`src/rtl/mul_pkg.sv`:
```
// Shared types and helpers for the sequential shift-add multiplier.
package mul_pkg;

  typedef enum logic [1:0] {
    IDLE = 2'd0,
    RUN  = 2'd1,
    DONE = 2'd2
  } state_t;

  // Bit-counter width: enough to count 0..n-1, never narrower than one bit.
  function automatic int cnt_width(input int n);
    return ($clog2(n) < 1) ? 1 : $clog2(n);
  endfunction

endpackage

```
`src/rtl/cond_negate.sv`:
```
// Two's-complement negation of x when en is set, pass-through otherwise.
module cond_negate #(
  parameter int w = 8
) (
  input  logic [w-1:0] x,
  input  logic         en,
  output logic [w-1:0] y
);

  assign y = en ? (~x + w'(1)) : x;

endmodule

```
`src/rtl/seq_signed_or_unsigned_mul.sv`:
```
// Iterative shift-add multiplier, one multiplier bit per clock, with
// per-operation signed/unsigned select and valid/ready on both sides.
module seq_signed_or_unsigned_mul
  import mul_pkg::*;
#(
  parameter int n = 8
) (
  input  logic           clk,
  input  logic           rst_n,
  input  logic           arg_vld,
  output logic           arg_rdy,
  input  logic [n-1:0]   a,
  input  logic [n-1:0]   b,
  input  logic           sign,
  output logic           res_vld,
  input  logic           res_rdy,
  output logic [2*n-1:0] res
);

  localparam int CW = cnt_width(n);

  state_t state_q, state_d;

  logic [2*n-1:0] mcand_q;
  logic [2*n-1:0] acc_q;
  logic [2*n-1:0] res_q;
  logic [n-1:0]   mplier_q;
  logic [CW-1:0]  cnt_q;
  logic           neg_q;

  logic [n-1:0]   a_mag;
  logic [n-1:0]   b_mag;
  logic [2*n-1:0] acc_sum;
  logic [2*n-1:0] res_fin;
  logic           accept;
  logic           last_bit;

  // Magnitudes of the operands; -2^(n-1) negates to 2^(n-1), still n bits.
  cond_negate #(.w(n)) u_neg_a (
    .x  (a),
    .en (sign & a[n-1]),
    .y  (a_mag)
  );

  cond_negate #(.w(n)) u_neg_b (
    .x  (b),
    .en (sign & b[n-1]),
    .y  (b_mag)
  );

  assign acc_sum  = acc_q + (mplier_q[0] ? mcand_q : '0);
  assign last_bit = (cnt_q == CW'(n - 1));
  assign accept   = arg_vld & arg_rdy;

  // Sign correction applies to the final sum, folded into the DONE load.
  cond_negate #(.w(2*n)) u_neg_res (
    .x  (acc_sum),
    .en (neg_q),
    .y  (res_fin)
  );

  always_ff @(posedge clk or negedge rst_n) begin
    if (!rst_n) begin
      state_q <= IDLE;
    end else begin
      state_q <= state_d;
    end
  end

  always_comb begin
    state_d = state_q;
    arg_rdy = 1'b0;
    res_vld = 1'b0;
    unique case (state_q)
      IDLE: begin
        arg_rdy = 1'b1;
        if (arg_vld) state_d = RUN;
      end
      RUN: begin
        if (last_bit) state_d = DONE;
      end
      DONE: begin
        res_vld = 1'b1;
        if (res_rdy) state_d = IDLE;
      end
      default: state_d = IDLE;
    endcase
  end

  always_ff @(posedge clk or negedge rst_n) begin
    if (!rst_n) begin
      mcand_q  <= '0;
      mplier_q <= '0;
      acc_q    <= '0;
      cnt_q    <= '0;
      neg_q    <= 1'b0;
      res_q    <= '0;
    end else if (accept) begin
      mcand_q  <= {{n{1'b0}}, a_mag};
      mplier_q <= b_mag;
      acc_q    <= '0;
      cnt_q    <= '0;
      neg_q    <= sign & (a[n-1] ^ b[n-1]);
    end else if (state_q == RUN) begin
      acc_q    <= acc_sum;
      mcand_q  <= mcand_q << 1;
      mplier_q <= mplier_q >> 1;
      cnt_q    <= cnt_q + CW'(1);
      if (last_bit) res_q <= res_fin;
    end
  end

  assign res = res_q;

endmodule
```
`config.mk`:
```
export PLATFORM = sky130hd
export DESIGN_NAME = seq_signed_or_unsigned_mul
export DESIGN_NICKNAME = d
export VERILOG_FILES = /design/src/rtl/mul_pkg.sv /design/src/rtl/cond_negate.sv /design/src/rtl/seq_signed_or_unsigned_mul.sv
export SDC_FILE = /design/constraint.sdc
export NUM_CORES = 1
export LEC_CHECK = 0
export CAP_MARGIN = 0
export CELL_PAD_IN_SITES_DETAIL_PLACEMENT = 1
export CELL_PAD_IN_SITES_GLOBAL_PLACEMENT = 1
export CORE_MARGIN = 10
export CORE_UTILIZATION = 45
export DETAILED_ROUTE_END_ITERATION = 10
export PLACE_DENSITY_LB_ADDON = 0.1
export SETUP_SLACK_MARGIN = 0.05
export SYNTH_ARGS = -nofsm -noshare
export SYNTH_HDL_FRONTEND = slang
export SYNTH_SLANG_ARGS = --single-unit
export TNS_END_PERCENT = 10
```
`constraint.sdc`:
```
create_clock -name clk -period 4.9 [get_ports clk]
set_input_delay 1.47 -clock clk [delete_from_list [all_inputs] [get_ports clk]]
set_output_delay 1.47 -clock clk [all_outputs]
set_load 0.01 [all_outputs]
```
==> impl_results.md <==
- Asr flop ratio synth: 1.000
- Mapped cell area: 0.003979 sq mm
- Synth Warn #: 0
- Largest net degree at the start of global routing: 44
- GR Util All Layers: 0.1667
- Final Critical Period: around 3.4 ns
- Syn_nets: 502
- Pre-CTS setup slack: 1.483 ns
- Setup TNS: 0 ns
- Buf+Inv Stages, Crit Path: 0
- CP peak stage delay: 0.52 ns
- Post-synthesis mux area share: 0.005031
- Min-delay worst type: register to register
- Required @ worst endpoint: approximately 5.1 ns
- RSZ-0062 raised after global routing: false
- Syn avg cell area: 8.650 sq um
- Cts hold-fix bufs: 0
- Most frequent cells in the layout: 84 x nand2_1, 62 x dfrtp_1, 46 x o21ai_0, 37 x clkdlybuf4s50_1, 26 x nand3_1
- Setup repair bufs after CTS: 0
- Final Routed Wirelength: between 10,000 and 15,000 um
- Post-route cell area: between 0.004 and 0.005 sq mm
- Power share of the clock group: 0.171
- Post-Syn Instances: 460
- ANT nets after route: 0
- Largest family of logic cells by synthesized area: simple AND/OR/NAND/NOR gates
- Vias in the first global route: 3,680
- Post-layout instance count excluding filler cells: between 600 and 700
- Switch share: 0.4512
- Fin. max-slew vios: 0
- Root Driver: clkbuf_8
- Maximum clock frequency: 293.6 MHz
- Clk_lat worst skew: around 0.35 ns
- Post-Synth XOR/XNOR Area: 0.07233
- Port bufs: 38
- Least-Margin Pin Slew: 0.9817 ns
- Most common cell after layout, fill and taps aside: nand2_1
- CTS resizes: 0
- Slew margin rel.: 0.3439
- Worst VDD drop: between 0.2 and 0.3 mV
- FP Rows: 34
- CTS tree: done
- RePlAce Congestion: approximately 0.9
- Die W: about 110 um
- DRT iter0 DRCs: about 120
- Post-route DRC: 0
- Area grow syn2layout: 18.02%
- Leakage power figure: 2.071 nW
- Detailed Routing Iterations Pass 1: 4
- First-pass GRT wire length: roughly 18,000 um
- Antenna cell count: 0
- Cell Pwr Density: between 700 and 800 mW/mm^2
- CTS buffer count: 9
- Die Y-Extent: roughly 110 um
- Sequential power share: 0.275
- Largest fanout on the critical path: 17
- DPL Wire Length: about 7800 um
- CP cell instances: and2_1 > ha_1 > fa_1 > a21o_1 > a221oi_4 > o21ai_1 > xor2_1 > nand3b_1 > nor4_1 > a211o_1 > nand3_1
- Post-DP Area: ~0.0044 sq mm
- Skew final: between 0.007 and 0.008 ns
- Crit path max-delay cell type: dfrtp_1
- CP top delay family: simple AND/OR/NAND/NOR gates
- Cell count of the worst reg-to-reg path: 11
- Psw: 0.001489 W
- Setup crit end kind: register
- Min setup slack post-route: between 1 and 1.5 ns
- Combinational power share: 0.553
- CTS sink count: between 60 and 70
- Synth Area in Adders: 0.06792
- Clock Pin Slew Worst Setup and Hold Paths: approximately 0.08 ns
- Part of the cycle the worst path needs: 0.6951
- Flip-flop and latch count after synthesis: 62
- H-tree levels: 3
- IO Count: 39
- Power Internal: ~0.0018 W
- CORE AREA: a little under 0.009 sq mm
- Synth Area in Simple Gates: 0.2270
- Cell variety after synth: 54
- Initial antenna violation count: 0
- Via Count: approximately 3,500
- Share of the yosys chip area belonging to registers: 0.3899
- # setup viols final: 0
- Main synth FF type: dfrtp_1
- Status: finished clean
- CP Launch Type: register
- Initial core utilization: 0.4585
- Vias/cell: around 5.7
- Layout cells sized above 1: 0.07229
- Placed insts: 590
- Grt ovf: 0
- WHS Path Cells: 2
- Post-synthesis compound-gate area fraction: 0.2091
- Final hold vios: 0
- CTS Buffer Depth: 2
- Final nets: approximately 540
- Die area: about 0.013 sq mm
- Post-synth EDFFs: 0
- Setup CP Type: register to register
- Post-DR wirelength/cell: 17.35 um
- Stages on worst setup path: 11
- Maxcap violations: 0
- Arrival time worst endpoint: 3.65 ns
==> tightest hold or removal path, cell delays in order, from the launching register on <==
cell	delay, ns
dfrtp_1	0.34
nand2_1	0.05
o21ai_0	0.06
==> layer usage <==
metal	global-route usage	part of all wire	wire, um	vias up
met5	0	0	0	-
met2	0.2749	0.47	4956	75
met3	0.03570	0.049	510	11
met4	0.05347	0.010	108	0
li1	-	-	-	1699
met1	0.2120	0.47	4937	1668
==> final timing paths <==
path,to,slack (ns),start
worst max-delay path,res[15],1.49,mplier_q[0]
worst min-delay path,res[6],0.48,res[6]
worst max register to register,res[15],1.49,mplier_q[0]
worst min register to register,res[6],0.48,res[6]
max in group asynchronous,acc_q[5],2.82,rst_n
min in group asynchronous,res[4],1.20,rst_n
==> area by class of cell <==
| type | instances | area, sq um |
|---|---|---|
| Sequential cell | 62 | 1551 |
| Multi-Input combinational cell | 368 | 2316 |
| Inverter | 9 | 33.78 |
| Fill cell | 1025 | 3983 |
| Tap cell | 108 | 135.1 |
| Timing Repair Buffer | 43 | 412.9 |
| Clock inverter | 7 | 122.6 |
| Clock buffer | 9 | 123.9 |
==> flip-flops by register name, summed over array words and instances, names as in the netlist <==
| register | count |
|---|---|
| mcand_q | 16 |
| mplier_q | 8 |
| state_q | 2 |
| neg_q | 1 |
| cnt_q | 3 |
| res | 16 |
| acc_q | 16 |
==> synthesized netlist by cell type, drive strengths merged, types with 12 or more instances <==
cell     n  area share
nand3   26       0.033
o21ai   56       0.070
a21oi   15       0.020
dfrtp   62        0.39
xor2    12       0.026
ha      20       0.063
clkbuf  20       0.019
nand2   85       0.081
xnor2   20       0.046
nor2    23       0.022
and2    19       0.030
==> power by group through the flow <==
stage | combinational [W] | clock [W] | sequential [W]
after floorplan | 0.00132 | 0 | 0.000875
after global placement | 0.00175 | 0 | 0.000905
after detailed placement | 0.00181 | 0 | 0.000917
after CTS | 0.00184 | 0.000573 | 0.000909
after global routing | 0.00205 | 0.000596 | 0.000943
final | 0.00183 | 0.000566 | 0.000908
==> through the flow <==
stage,hold WS [ns],power [W],utilization
after floorplan,0.4619,0.002197,-
after CTS,0.4866,0.003318,0.5411
after global placement,0.4622,0.002652,0.5127
after detailed placement,0.4697,0.002732,0.5127
after global routing,0.5130,0.003584,0.5411
final,0.4785,0.003300,0.5411
==> cells by family (layout without fill, tap and decap cells) <==
logic type                 count (synthesis)  count (layout)
and+or+nand+nor                          188             188
AOI/OAI and AO/OA                        125             125
DFF                                       62              62
xor gates and xnor gates                  32              32
buffers and inverters                     30              68
adders and majority gates                 21              21
muxes                                      2               2
Power figures use the tool's default switching activity.
